===== config.mk =====
export PLATFORM = sky130hd
export DESIGN_NAME = mem_interface
export DESIGN_NICKNAME = d
export VERILOG_FILES = /design/src/rtl/mem_interface.sv
export SDC_FILE = /design/constraint.sdc
export NUM_CORES = 1
export LEC_CHECK = 0
export BUFFER_PORTS_ARGS = -buffer_cell sky130_fd_sc_hd__buf_4
export CORE_AREA = 2 2 64 90
export CTS_BUF_LIST = sky130_fd_sc_hd__clkbuf_8
export DETAILED_ROUTE_END_ITERATION = 8
export DIE_AREA = 0 0 66 92
export PLACE_DENSITY = 0.86
export SYNTH_ARGS = -nofsm -noshare
export SYNTH_HDL_FRONTEND = slang
export SYNTH_SLANG_ARGS = --single-unit

===== constraint.sdc =====
create_clock -name Clock -period 1.7 [get_ports Clock]
set_input_delay 0.17 -clock Clock [delete_from_list [all_inputs] [get_ports Clock]]
set_output_delay 0.17 -clock Clock [all_outputs]
set_load 0.05 [all_outputs]

===== src/rtl/mem_interface.sv =====
// Memory bus interface stage: latches address/write data from the datapath bus and
// sequences single-word SRAM read/write cycles with registered active-low strobes.
module mem_interface #(
   parameter int unsigned WAIT_STATES = 1
) (
   input  logic        Clock,
   input  logic        Reset,
   input  logic [15:0] SysBus,
   input  logic        AdrLatch,
   input  logic        MemRead,
   input  logic        MemWrite,
   input  logic        MemWait,
   input  logic [15:0] RData,
   output logic [15:0] DataIn,
   output logic [15:0] Address,
   output logic [15:0] WData,
   output logic        nME,
   output logic        nOE,
   output logic        nWE,
   output logic        Stall,
   output logic        Done
);

   localparam logic [2:0] LP_WAIT = 3'(WAIT_STATES);

   typedef enum logic [1:0] {
      S_IDLE,
      S_SETUP,
      S_STROBE,
      S_HOLD
   } state_t;

   state_t      r_state;
   state_t      w_next;
   logic [2:0]  r_count;
   logic [2:0]  w_count_next;
   logic        w_strobe_done;
   logic        r_is_write;
   logic [15:0] r_address;
   logic [15:0] r_wdata;
   logic [15:0] r_datain;
   logic        r_nme;
   logic        r_noe;
   logic        r_nwe;

   // NOTE: every output of this block gets a default first so no path leaves a latch.
   always_comb begin
      w_next        = r_state;
      w_count_next  = r_count;
      w_strobe_done = 1'b0;
      case (r_state)
         S_IDLE: begin
            if (MemWrite || MemRead) begin
               w_next = S_SETUP;
            end
         end
         S_SETUP: begin
            w_next       = S_STROBE;
            w_count_next = LP_WAIT;
         end
         S_STROBE: begin
            if (r_count != 3'd0) begin
               w_count_next = r_count - 3'd1;
            end else if (!MemWait) begin
               w_next        = S_HOLD;
               w_strobe_done = 1'b1;
            end
         end
         S_HOLD: begin
            w_next = S_IDLE;
         end
         default: begin
            w_next = S_IDLE;
         end
      endcase
   end

   // NOTE: sequential state uses non-blocking assignments so all flops update together.
   always_ff @(posedge Clock or posedge Reset) begin
      if (Reset) begin
         r_state    <= S_IDLE;
         r_count    <= 3'd0;
         r_is_write <= 1'b0;
         r_address  <= 16'd0;
         r_wdata    <= 16'd0;
         r_datain   <= 16'd0;
         r_nme      <= 1'b1;
         r_noe      <= 1'b1;
         r_nwe      <= 1'b1;
      end else begin
         r_state <= w_next;
         r_count <= w_count_next;
         // Strobes are decoded from the next state so they leave a flop glitch-free.
         r_nme   <= !((w_next == S_SETUP) || (w_next == S_STROBE));
         r_noe   <= !((w_next == S_STROBE) && !r_is_write);
         r_nwe   <= !((w_next == S_STROBE) && r_is_write);

         if (r_state == S_IDLE) begin
            if (AdrLatch) begin
               r_address <= SysBus;
            end
            if (MemWrite) begin
               r_wdata    <= SysBus;
               r_is_write <= 1'b1;
            end else if (MemRead) begin
               r_is_write <= 1'b0;
            end
         end

         if (w_strobe_done && !r_is_write) begin
            r_datain <= RData;
         end
      end
   end

   assign Stall   = (r_state == S_SETUP) || (r_state == S_STROBE) ||
                    ((r_state == S_IDLE) && (MemRead || MemWrite));
   assign Done    = (r_state == S_HOLD);
   assign DataIn  = r_datain;
   assign Address = r_address;
   assign WData   = r_wdata;
   assign nME     = r_nme;
   assign nOE     = r_noe;
   assign nWE     = r_nwe;

endmodule


==> summary.md, run 1 <==
| Metric | Value |
|---|---|
| Mapped cell area | about 2300 sq um |
| Critical path endpoint category | flip-flop |
| DR vias | between 1500 and 2000 |
| Minimum clock period | roughly 1.7 ns |
| Fill count | between 400 and 500 |
| Setup-failing EPs final | 0 |
| Gr ovfl total | 0 |
| 1st-pass router iterations | 4 |
| Post-Syn Instances | roughly 140 |
| EDFF count, synth | 0 |
| Die footprint | between 6000 and 7000 sq um |
| Drt drc | 0 |
| Starting density of the core | ~43% |
| Slew HR | approximately 67% |
| Dpl cell area | roughly 3100 sq um |
| Crit path buf inv count | 2 |
| Largest net degree at the start of global routing | 36 |
| Worst-margin pin slew | between 0.4 and 0.5 ns |
| Reg2Reg Launch Point | r_count[1]$_DFFE_PP0P_ |
| Worst skew pair latency | between 0.3 and 0.4 ns |
| RSZ-0062 raised after global routing | true |
| WP data required | ~1.9 ns |
| Reg-to-reg slack, setup | approximately 0.020 ns |
| Largest area contributor in the netlist | dfrtp_1 |
| Count leader, synth | dfrtp_1 |
| Final antenna-violating net count | 0 |
| Clock sink count | between 50 and 60 |
| Clock root buffer master | clkbuf_8 |
| Crit path DAT | approximately 1.9 ns |
| Initial antenna violation count | 0 |
| Antenna fix cells | 0 |
| Post-Route Setup TNS | 0 ns |
| Hold_sp | RData[6] |
| Core ar. | between 5000 and 6000 sq um |
| Max Slew Vio Count | 0 |
| CP delay by family, top | flip-flops |
| Status | complete, no violations |
| Total CTS buffers | 9 |
| Hold EP | DataIn[6]$_DFFE_PP0P_ |
| CP Depth | 7 |
| Top post-synthesis cells by count | dfrtp_1, mux2_2, mux2_4, ha_1 |
| Setup Skew | approximately 0.0073 ns |
| Tcrit/Tclk final | between 90% and 100% |
| Nets@finish | 300 |
| Crit path max fanout | 8 |
| DR vias/cell | 4.81 |
| CP Cell Sequence | inv_2 -> ha_4 -> ha_4 -> nand2b_4 -> nor3_4 -> clkbuf_16 -> mux2_4 |
| Number of cell rows | 32 |
| Synth Warn # | 0 |
| Clock buffer depth | 2 |
| Port bufs | 90 |
| Area grow syn2layout | 50.1% |
| FFs w/ async S/R, synth | 100% |
| CTS tree | built |
| Worst r2r dst | DataIn[3]$_DFFE_PP0P_ |
| Final hold vios | 0 |
| Min-delay worst type | input port to flip-flop |
| Top post-synthesis cells by area | dfrtp_1, mux2_2, mux2_4, ha_1, dfstp_2 |
| Synth Flop Type | dfrtp_1 |
| Achievable frequency | about 0.60 GHz |
| H-tree depth | 3 |
| DPL Wire Length | between 3000 and 4000 um |
| Clk pin slew, worst setup/hold paths | ~0.070 ns |
| Hold depth | 2 |
| Post-route cell area | between 3000 and 4000 sq um |
| Gpl congestion | roughly 0.7 |
| Iter 0 DRT Violations | between 90 and 100 |
| Crit-path slowest cell | dfrtp_1 |
| Syn avg cell area | roughly 16 sq um |
| Number of global-route vias before repair | between 1500 and 2000 |
| I/O pin count | 91 |
| Avg WL per Cell | 14.9 um |
| Register area share after synthesis | 62.1% |
| Share of layout cells above drive strength 1 | about 69% |
| Die width | roughly 66 um |
| Mapped Nets | 190 |
| Top cell type's share of synthesized area | approximately 60% |
| GRT Resource Usage Total | about 16% |
| Critical Path Source Type | flip-flop |
| R2R depth | 7 |
| Die height | approximately 92 um |
| First-pass GRT wire length | between 7000 and 8000 um |
| WS Path Type | flip-flop to flip-flop |
| Max cap viols | 0 |
| Crit path largest cell delay | approximately 0.39 ns |
| Synth cell types | 21 |
| FF+latch count, synth | between 50 and 60 |
| Top cell by count, worst path | ha_4 |
| Routed Wire Length | a little under 5000 um |
[per-stage QoR]
stage,util [%],hold WS [ns],setup WS [ns],cells
3_5_place_dp,58.6,0.238,0.0250,306
3_3_place_gp,58.6,0.230,0.0678,306
4_1_cts,63.2,0.0558,0.0144,324
6_report,64.4,0.0666,0.0197,327
2_1_floorplan,-,0.318,-0.00663,144
5_1_grt,64.4,0.0534,-0.0290,327
[layout make-up]
class	instances	area (sq um)	area share, %
sequential	57	1430	41.4
clock inverter	5	77.6	2.25
multi-input combinational	77	873	25.3
clock buffer	11	151	4.38
inverter	7	26.3	0.761
tap	68	85.1	2.46
timing repair buffer	102	811	23.5
[flip-flops by register name (all words and copies together), names as in the netlist]
name and cells:
Address 16, r_count 3, r_state 2, r_is_write 1, nWE 1, nOE 1
WData 16, nME 1, DataIn 16
[logic make-up (layout without fill, tap and decap cells)]
kind of cell / after synthesis / in the layout / share of synthesized area [%]
buffers and inverters: 10 / 125 / 2.45
AOI/OAI and AO/OA: 6 / 6 / 1.85
muxes: 50 / 50 / 26.0
DFF: 57 / 57 / 62.1
adders and majority gates: 8 / 8 / 4.35
and+or+nand+nor: 13 / 13 / 3.26
[worst max-delay path by stage]
stage | from | endpoint | slack, ns
floorplan | r_count[1]$_DFFE_PP0P_ | DataIn[0]$_DFFE_PP0P_ | -0.007
global placement | r_state[0]$_DFF_PP0_ | WData[2]$_DFFE_PP0P_ | 0.07
detailed placement | r_count[1]$_DFFE_PP0P_ | DataIn[12]$_DFFE_PP0P_ | 0.03
CTS | r_count[1]$_DFFE_PP0P_ | DataIn[10]$_DFFE_PP0P_ | 0.01
global route | r_count[1]$_DFFE_PP0P_ | DataIn[3]$_DFFE_PP0P_ | -0.03
finish | r_count[1]$_DFFE_PP0P_ | DataIn[3]$_DFFE_PP0P_ | 0.02
[worst reg2reg max path: cells and delay by family, from the launching register on]
kind,cells,cell delay [ns]
flops,1,0.39
fa+ha+maj,2,0.27
buf+inv,2,0.30
simple gates,2,0.30
mux,1,0.30
[metal layers]
metal,part of all wire [%],track usage [%]
met4,1.9,7.99
met5,0,0
met1,37,18.7
met2,54,26.5
met3,7.1,5.89
[layout by cell type, fill, tap and decap left out]
master and count:
buf_12 2, nor3_4 1, o22a_1 1, bufinv_16 2, a21oi_1 1, inv_1 2
dfrtp_1 54, o2bb2ai_1 2, ha_4 4, dfstp_2 3, nor2_1 1, ha_1 4
nand2_1 6, o21ai_0 1, inv_2 5, nor2b_1 1, clkinvlp_4 1, clkbuf_16 1
buf_4 98, mux2_4 10, clkinv_2 2, nand2b_4 1, dlygate4sd3_1 1, or2b_1 1
o22ai_1 1, nand2b_1 2, mux2_2 38, clkbuf_8 11, mux2i_1 2
[what timing repair did]
item	in CTS	in global routing
hold buffers	1	0
hold endpoints to repair	22	0
setup buffers	1	2
cloned	0	1
resized for setup	0	4
setup endpoints to repair	1	7
pin swaps	0	2
Power of run 1 is not shown: default switching activity piles up to over one toggle a cycle in this logic, so the estimate is an artifact.
==> run 2, diff against run 1 <==
- GPL_TIMING_DRIVEN: unset -> 0
==> run 2 against run 1 <==
  * The run now ends with negative setup slack left
  * Maximum frequency fell by 4.1%
  * Largest cell class unchanged
  * Global-route usage rose by 0.61 points
  * Critical path depth rose by 1
  * Critical path type unchanged
  * Final cell count did not move
==> summary.md, run 2 (synthesis results as in run 1) <==
| Metric | Value |
|---|---|
| Critical Path Source Type | flip-flop |
| Final hold vios | 0 (unchanged) |
| Max Slew Vio Count | 0 (unchanged) |
| Number of global-route vias before repair | 1636 (+5.5%) |
| Achievable frequency | 0.571 GHz (-4.1%) |
| Gr ovfl total | 0 (unchanged) |
| Crit path buf inv count | 3 (+1) |
| 1st-pass router iterations | 2 (-2) |
| Iter 0 DRT Violations | 23 (-76%) |
| Met2 WL | 2740 um (+5.2%) |
| Min-delay worst type | input port to flip-flop |
| Total CTS buffers | 9 (unchanged) |
| Number of cell rows | 32 (unchanged) |
| Starting density of the core | 42.9% (unchanged) |
| Crit path largest cell delay | 0.37 ns (-0.02 ns) |
| Setup Skew | 0.00601 ns (-0.00131 ns) |
| Clk pin slew, worst setup/hold paths | 0.07 ns (about the same) |
| RSZ-0062 raised after global routing | true |
| DR vias | 1568 (-0.25%) |
| Post-route cell area | 3480 sq um (+0.69%) |
| CTS tree | built |
| Worst-margin pin slew | 0.657 ns (+0.160 ns) |
| Routed Wire Length | 4890 um (+0.47%) |
| Core ar. | 5370 sq um (unchanged) |
| Avg WL per Cell | 15.0 um (+0.47%) |
| Nets@finish | 300 (unchanged) |
| Area grow syn2layout | 51.1% |
| Crit path max fanout | 5 (-3) |
| Clock sink count | 57 (unchanged) |
| Wire length on met1 | 1720 um (-5.5%) |
| Die footprint | 6070 sq um (unchanged) |
| Largest net degree at the start of global routing | 33 (-8.3%) |
| Top cell by count, worst path | ha_4 |
| Antenna fix cells | 0 (unchanged) |
| Final antenna-violating net count | 0 (unchanged) |
| GRT Resource Usage Total | 16.9% (+0.61 points) |
| Top routing layer used | met4 |
| Met3 wire length | 358 um (+3.5%) |
| Post-Route Setup TNS | -0.236 ns (-0.236 ns) |
| I/O pin count | 91 (unchanged) |
| Clock buffer depth | 2 (unchanged) |
| Port bufs | 90 (unchanged) |
| Worst skew pair latency | 0.33 ns (about the same) |
| Status | finished with violations |
| DR vias/cell | 4.80 (-0.25%) |
| H-tree depth | 3 (unchanged) |
| Final hold slack | 0.0717 ns (+0.00510 ns) |
| Failing checks | negative setup slack |
| Critical path endpoint category | flip-flop |
| Post-route setup slack | -0.0517 ns (-0.0715 ns) |
| Clock root buffer master | clkbuf_8 |
| Dpl cell area | 3120 sq um (-0.88%) |
| Die width | 66 um (unchanged) |
| DPL Wire Length | 3350 um (-3.8%) |
| Minimum clock period | 1.75 ns (+0.0715 ns) |
| Tcrit/Tclk final | 103% (+4.2 points) |
| Placed cell count | 303 (-0.98%) |
| Gpl congestion | 0.667 (-3.4%) |
| Fill count | 414 (+0.24%) |
| Drt drc | 0 (unchanged) |
| Most frequent cells in the layout | buf_4, dfrtp_1, mux2_2, mux2_4, clkbuf_8 |
| WS Path Type | flip-flop to flip-flop |
| Share of layout cells above drive strength 1 | 69.9% (+0.77 points) |
| WP data required | 1.91 ns (about the same) |
| Die height | 92 um (unchanged) |
| Initial antenna violation count | 0 (unchanged) |
| CP Cell Sequence | inv_2 -> ha_4 -> ha_4 -> nand2b_4 -> nor3_4 -> buf_6 -> buf_16 -> mux2_4 |
| Crit-path slowest cell | dfrtp_1 |
| Max cap viols | 0 (unchanged) |
| Slew HR | 56.1% (-11 points) |
| First-pass GRT wire length | 7580 um (+4.7%) |
| CP delay by family, top | flip-flops |
| Crit path DAT | 1.96 ns (+0.07 ns) |
| Setup-failing EPs final | 6 (+6) |
| Most common cell after layout, fill and taps aside | buf_4 |
| Final Non-Filler Cells | 327 (unchanged) |
-- run 2: cell count changes in the layout (fill, tap and decap cells not counted), sizes merged --
cell	before	now
buf	100	101
clkbuf	12	11
-- run 2: cell type report --
| class | instances | area (sq um) | area share, % |
|---|---|---|---|
| clock inverter | 5 | 77.6 | 2.23 |
| timing repair buffer | 100 | 797 | 22.9 |
| clock buffer | 11 | 151 | 4.35 |
| multi-input combinational | 77 | 892 | 25.6 |
| sequential | 57 | 1430 | 41.1 |
| tap | 68 | 85.1 | 2.45 |
| inverter | 7 | 26.3 | 0.755 |
| buffer | 2 | 18.8 | 0.540 |
-- run 2: through the flow --
step	util (%)	worst slack (ns)
floorplan	-	-0.00663
global placement	57.7	-0.510
detailed placement	58.1	-0.254
CTS	64.1	-0.0496
global route	64.8	-0.101
finish	64.8	-0.0517
-- run 2: repair_timing --
action | in CTS | in global routing
resized for setup | 7 | 12
hold buffers | 1 | 0
hold endpoints to repair | 31 | 0
pin swaps | 1 | 3
setup buffers | 4 | 3
endpoints found under the setup margin | 36 | 20
cloned | 1 | 0
-- run 2: final timing paths --
check                      cells after the start                endpoint  slack, ns                    from
min in group asynchronous                      3  Address[3]$_DFFE_PP0P_       0.50                   Reset
hold reg to reg                                1           nWE$_DFF_PP1_       0.50  r_is_write$_DFFE_PP0P_
setup reg to reg                               8   DataIn[4]$_DFFE_PP0P_      -0.05  r_count[0]$_DFFE_PP0P_
setup / recovery                               8   DataIn[4]$_DFFE_PP0P_      -0.05  r_count[0]$_DFFE_PP0P_
max in group asynchronous                      4           nOE$_DFF_PP1_       0.55                   Reset
hold / removal                                 2   DataIn[9]$_DFFE_PP0P_       0.07                RData[9]
-- run 2: metal layers --
metal	track usage, %	vias up
met3	5.64	7
met5	0	-
li1	-	721
met1	17.5	774
met4	10.2	0
met2	28.8	66
Power of run 2 is left out for the same reason.
